<file path="src/rtl/mistral_dsp_pkg.sv">
// Shared definitions for the iterative 54x54 multiplier built on one
// MISTRAL_MUL27X27 DSP cell.
//   SPLIT_W : width of one operand half (the cell operand width)
//   OP_W    : full operand width
//   PROD_W  : full product width
//   state_t : sequencer states IDLE -> MUL -> DONE
package mistral_dsp_pkg;

    localparam int SPLIT_W = 27;
    localparam int OP_W    = 54;
    localparam int PROD_W  = 108;

    typedef enum logic [1:0] {
        IDLE = 2'd0,
        MUL  = 2'd1,
        DONE = 2'd2
    } state_t;

endpackage

</file>
<file path="src/rtl/MISTRAL_MUL27X27.sv">
// Behavioural model of the MISTRAL_MUL27X27 DSP cell: a purely combinational
// 27x27 multiplier with independently selectable operand signedness.
// Ports:
//   A : in  27  multiplicand
//   B : in  27  multiplier
//   Y : out 54  product (two's complement when either operand is signed)
module MISTRAL_MUL27X27 #(
    parameter bit A_SIGNED = 1'b0,
    parameter bit B_SIGNED = 1'b0
) (
    input  logic [26:0] A,
    input  logic [26:0] B,
    output logic [53:0] Y
);

    logic [53:0] w_a_ext;
    logic [53:0] w_b_ext;

    // Extending both operands to the product width makes the truncated
    // product exact for every signedness combination.
    assign w_a_ext = {{27{A_SIGNED & A[26]}}, A};
    assign w_b_ext = {{27{B_SIGNED & B[26]}}, B};
    assign Y       = w_a_ext * w_b_ext;

endmodule

</file>
<file path="src/rtl/mistral_mul54x54_seq.sv">
// Iterative 54x54 multiplier. Operands are split into 27-bit halves and the
// four partial products are issued through a single unsigned 27x27 DSP cell,
// one per cycle, and summed in a 108-bit accumulator. Signed operands are
// multiplied as magnitudes and the sign is applied when the result is written.
// Ports:
//   CLK       : in  1    rising-edge clock
//   ACLR      : in  1    asynchronous clear, active low
//   IN_VALID  : in  1    A/B presented
//   IN_READY  : out 1    idle, will accept A/B
//   A, B      : in  54   operands
//   OUT_VALID : out 1    Y holds a finished product
//   OUT_READY : in  1    consumer takes Y
//   Y         : out 108  product
module mistral_mul54x54_seq
    import mistral_dsp_pkg::*;
#(
    parameter bit A_SIGNED = 1'b1,
    parameter bit B_SIGNED = 1'b1
) (
    input  logic              CLK,
    input  logic              ACLR,
    input  logic              IN_VALID,
    output logic              IN_READY,
    input  logic [OP_W-1:0]   A,
    input  logic [OP_W-1:0]   B,
    output logic              OUT_VALID,
    input  logic              OUT_READY,
    output logic [PROD_W-1:0] Y
);

    state_t              r_state;
    state_t              w_state_next;
    logic [1:0]          r_step;
    logic [OP_W-1:0]     r_a_mag;
    logic [OP_W-1:0]     r_b_mag;
    logic                r_neg;
    logic [PROD_W-1:0]   r_acc;
    logic [PROD_W-1:0]   r_y;

    logic                w_a_neg;
    logic                w_b_neg;
    logic [OP_W-1:0]     w_a_mag;
    logic [OP_W-1:0]     w_b_mag;
    logic [SPLIT_W-1:0]  w_cell_a;
    logic [SPLIT_W-1:0]  w_cell_b;
    logic [OP_W-1:0]     w_p;
    logic [PROD_W-1:0]   w_addend;
    logic [PROD_W-1:0]   w_sum;

    // Magnitude of the most negative operand is 2^53, which still fits in
    // 54 unsigned bits, so no extra width is needed.
    assign w_a_neg = A_SIGNED & A[OP_W-1];
    assign w_b_neg = B_SIGNED & B[OP_W-1];
    assign w_a_mag = w_a_neg ? (OP_W'(0) - A) : A;
    assign w_b_mag = w_b_neg ? (OP_W'(0) - B) : B;

    // Partial-product schedule: AL*BL, AL*BH, AH*BL, AH*BH
    always_comb begin
        w_cell_a = r_a_mag[SPLIT_W-1:0];
        w_cell_b = r_b_mag[SPLIT_W-1:0];
        w_addend = PROD_W'(w_p);
        case (r_step)
            2'd1: begin
                w_cell_b = r_b_mag[OP_W-1:SPLIT_W];
                w_addend = PROD_W'(w_p) << SPLIT_W;
            end
            2'd2: begin
                w_cell_a = r_a_mag[OP_W-1:SPLIT_W];
                w_addend = PROD_W'(w_p) << SPLIT_W;
            end
            2'd3: begin
                w_cell_a = r_a_mag[OP_W-1:SPLIT_W];
                w_cell_b = r_b_mag[OP_W-1:SPLIT_W];
                w_addend = PROD_W'(w_p) << OP_W;
            end
            default: ;
        endcase
    end

    MISTRAL_MUL27X27 #(
        .A_SIGNED (1'b0),
        .B_SIGNED (1'b0)
    ) u_dsp (
        .A (w_cell_a),
        .B (w_cell_b),
        .Y (w_p)
    );

    assign w_sum = r_acc + w_addend;

    always_comb begin
        w_state_next = r_state;
        IN_READY     = 1'b0;
        OUT_VALID    = 1'b0;
        case (r_state)
            IDLE: begin
                IN_READY = 1'b1;
                if (IN_VALID) w_state_next = MUL;
            end
            MUL: begin
                if (r_step == 2'd3) w_state_next = DONE;
            end
            DONE: begin
                OUT_VALID = 1'b1;
                // Going straight to IDLE (never accepting here) guarantees
                // at least one idle cycle between results.
                if (OUT_READY) w_state_next = IDLE;
            end
            default: w_state_next = IDLE;
        endcase
    end

    always_ff @(posedge CLK or negedge ACLR) begin
        if (!ACLR) begin
            r_state <= IDLE;
        end else begin
            r_state <= w_state_next;
        end
    end

    always_ff @(posedge CLK or negedge ACLR) begin
        if (!ACLR) begin
            r_step  <= 2'd0;
            r_a_mag <= '0;
            r_b_mag <= '0;
            r_neg   <= 1'b0;
            r_acc   <= '0;
            r_y     <= '0;
        end else begin
            case (r_state)
                IDLE: begin
                    if (IN_VALID) begin
                        r_a_mag <= w_a_mag;
                        r_b_mag <= w_b_mag;
                        r_neg   <= w_a_neg ^ w_b_neg;
                        r_step  <= 2'd0;
                        r_acc   <= '0;
                    end
                end
                MUL: begin
                    r_step <= r_step + 2'd1;
                    r_acc  <= w_sum;
                    if (r_step == 2'd3) begin
                        r_y <= r_neg ? (PROD_W'(0) - w_sum) : w_sum;
                    end
                end
                default: ;
            endcase
        end
    end

    assign Y = r_y;

endmodule

</file>
<file path="config.mk">
export PLATFORM = sky130hd
export DESIGN_NAME = mistral_mul54x54_seq
export DESIGN_NICKNAME = d
export VERILOG_FILES = /design/src/rtl/mistral_dsp_pkg.sv /design/src/rtl/MISTRAL_MUL27X27.sv /design/src/rtl/mistral_mul54x54_seq.sv
export SDC_FILE = /design/constraint.sdc
export NUM_CORES = 2
export LEC_CHECK = 0
export BUFFER_PORTS_ARGS = -buffer_cell sky130_fd_sc_hd__buf_2
export CORE_ASPECT_RATIO = 0.9
export CORE_MARGIN = 2
export CORE_UTILIZATION = 65
export CTS_CLUSTER_DIAMETER = 60
export DETAILED_ROUTE_END_ITERATION = 6
export MAX_ROUTING_LAYER = met4
export PLACE_DENSITY = 0.89
export SYNTH_ARGS = -nofsm -noshare
export SYNTH_HDL_FRONTEND = slang
export SYNTH_SLANG_ARGS = --single-unit
</file>
<file path="constraint.sdc">
create_clock -name CLK -period 26.7 [get_ports CLK]
set_input_delay 2.67 -clock CLK [delete_from_list [all_inputs] [get_ports CLK]]
set_output_delay 2.67 -clock CLK [all_outputs]
set_load 0.05 [all_outputs]
</file>
==> metrics <==
layout cells sized above 1 around 7.7%; Pre-antenna DRT Iters 7; Startpoint Class register; WL final approximately 180,000 um; RSZ-0062 raised after global routing false; Area Growth Syn to Fin 6.491%; clk slew on worst S/H paths 60 ps; TNS Setup 0 ps; most used cell, CP inv_1; failing checks design-rule violations; Total GRT Usage 46.08%; Setup violations, final 0; Req. time, crit path between 20,000 and 30,000 ps; Horiz. Die Dim about 300 um; initial drt markers approximately 6,400; Crit path largest cell delay ~900 ps; Syn Area/Cell slightly above 8 um^2; Distinct cells, synth 96; status finished, violations left; reg-to-reg slack, setup 10,930 ps; Core Area between 70,000 and 80,000 um^2; CP endpoint kind register; WHS Path Cells 2; Final Net Count between 7,000 and 8,000; Ports 222; initial antenna violation count 6; largest net degree at the start of global routing roughly 130; vias in the first global route 45,730; FF+latch count, synth ~330; Synth area leaders fa_1 25%, dfrtp_1 17%, nand2_1 8.2%, ha_1 7.7%, inv_1 5.9%; DRC 1; fin util 69.77%; Reg2Reg Depth 47; vias per cell around 6.5; die outline area between 70,000 and 80,000 um^2; clock latency on the worst-skew pair between 600 and 700 ps; H-Tree Depth 2; Site Rows 96; first-pass GRT wire length roughly 270,000 um; Setup Skew about 23 ps; GRT overflow 0; WL/cell around 24 um; vias post-DR approximately 47,000; top post-synthesis cells by count 1,093 x nand2_1, 787 x inv_1, 625 x fa_1, 497 x o21ai_0, 401 x nor2_1; Yosys top cell by area fa_1; CTS tree yes; Placer Congestion roughly 1.1; Final WS setup 10,930 ps; Worst-Margin Slew 1299 ps; Synth Flop Type dfrtp_1; Clock Sinks between 300 and 400; final worst-path cycle share about three fifths; Final min period roughly 16,000 ps; Setup Fix Bufs, Post-CTS 0; sequential fraction of the synthesis area between 10% and 20%; Post-Syn Nets slightly above 7,000; Starting Density roughly 66%; Async SR Flop Fraction 100.0%; placed instance area 51,580 um^2; Hold WC Path Type reg2reg; CP Data Arrival Time roughly 16,000 ps; FF-to-FF Start r_step[0]; cell area after synthesis ~50,000 um^2; fmax roughly 63 MHz; CP Max Fanout 53; port buffer count about 220; Resized cells post-CTS 0; Post-DP HPWL between 100,000 and 150,000 um; Slowest-stage cell, CP a211oi_1; FF-to-FF End Y[104]; pre-CTS WS roughly 12,000 ps; Final Max Slew Viols 0; clock buffers created by TritonCTS 43; number of synthesized flops with an enable pin 0; Gate Count Post-Synth 6,168; Root Buffer clkbuf_16; Hold Violations, Final 0; Antenna Violating Nets Remaining 0; Worst Hold Path EP Y[12]; most common cell in the netlist nand2_1; MaxCap Viol Count 0; Synth top area share 25.12%; CP Class reg2reg; Hold Buf Count CTS 0; min-delay src Y[12]; Die H between 200 and 300 um; CTS max path bufs 3; YS warnings 0; Worst slew margin a little under an eighth; Design Area, Final roughly 53,000 um^2
[sequential cells by signal, indices dropped and copies added (netlist names)]
signal,cells
r_a_mag,54
r_acc,108
r_b_mag,54
r_state,2
r_step,2
Y,108
r_neg,1
[metrics by stage]
stage	instances	hold slack [ps]
after floorplan	6168	444.4
after global placement	7168	457.8
final	7251	470.5
after global routing	7250	493.4
after CTS	7244	476.7
after detailed placement	7168	465.0
[worst max path at each step]
stage / cells after the start / slack (ps) / from / to
2_1_floorplan: 48 / 13450 / r_step[0] / Y[102]
3_3_place_gp: 47 / 11680 / r_step[0] / Y[107]
3_5_place_dp: 47 / 11570 / r_step[0] / Y[104]
4_1_cts: 47 / 11330 / r_step[0] / Y[104]
5_1_grt: 47 / 10410 / r_step[0] / Y[104]
6_report: 47 / 10930 / r_step[0] / Y[104]
[cells by family (layout without fill, tap and decap cells)]
family / count (synthesis) / after routing / share of synthesized area, %
other: 0 / 7 / 0
flip-flops: 329 / 329 / 16.53
buffers and inverters: 1109 / 1156 / 8.410
multiplexers: 107 / 107 / 2.291
adder cells (fa/ha/maj): 933 / 933 / 32.85
AO/OA/AOI/OAI: 1237 / 1237 / 15.09
AND/OR/NAND/NOR: 2115 / 2115 / 18.85
XOR/XNOR: 338 / 338 / 5.973
[layout make-up]
type                       count  area [um^2]
antenna                        7        17.52
clock buffer                  56         1185
clock inverter                20        259.0
fill                        6151        22990
inverter                     788         2958
multi-input combinational   4730        37460
sequential                   329         8234
tap                         1029         1287
timing repair buffer         292         1649
[worst max-delay path, delay by kind of cell, from the launching register on]
kind	cells	cell delay, ps
AO/OA/AOI/OAI	12	3760
XOR/XNOR	2	510
adder cells (fa/ha/maj)	10	4940
buffers and inverters	10	1280
flip-flops	1	430
multiplexers	1	690
AND/OR/NAND/NOR	12	3860
[layout by cell type (no fill, tap or decap), types with 28 or more instances in the layout]
| cell type | instances |
|---|---|
| a21o_1 | 74 |
| a21oi_1 | 247 |
| and2_1 | 60 |
| buf_2 | 220 |
| buf_4 | 71 |
| clkbuf_16 | 43 |
| dfrtp_1 | 328 |
| fa_1 | 625 |
| ha_1 | 308 |
| inv_1 | 787 |
| mux2_2 | 56 |
| mux2i_1 | 47 |
| nand2_1 | 1091 |
| nand2b_1 | 28 |
| nand3_1 | 164 |
| nand4_1 | 88 |
| nor2_1 | 399 |
| nor3_1 | 70 |
| o211ai_1 | 31 |
| o21ai_0 | 497 |
| o21ai_1 | 50 |
| o31ai_1 | 64 |
| o41ai_1 | 43 |
| or3_1 | 35 |
| or4_1 | 38 |
| xnor2_1 | 151 |
| xor2_1 | 185 |
[routing by layer]
metal	up-vias	global-route usage [%]	share of wire (%)
met5	-	-	0
met4	0	19.33	5.1
met3	619	15.93	15
met2	3406	65.41	42
met1	22820	60.02	37
li1	20390	-	-
Power is left out: the tool's default activity adds up to more than one toggle a clock period on the data nets, which glitch-free logic cannot reach.
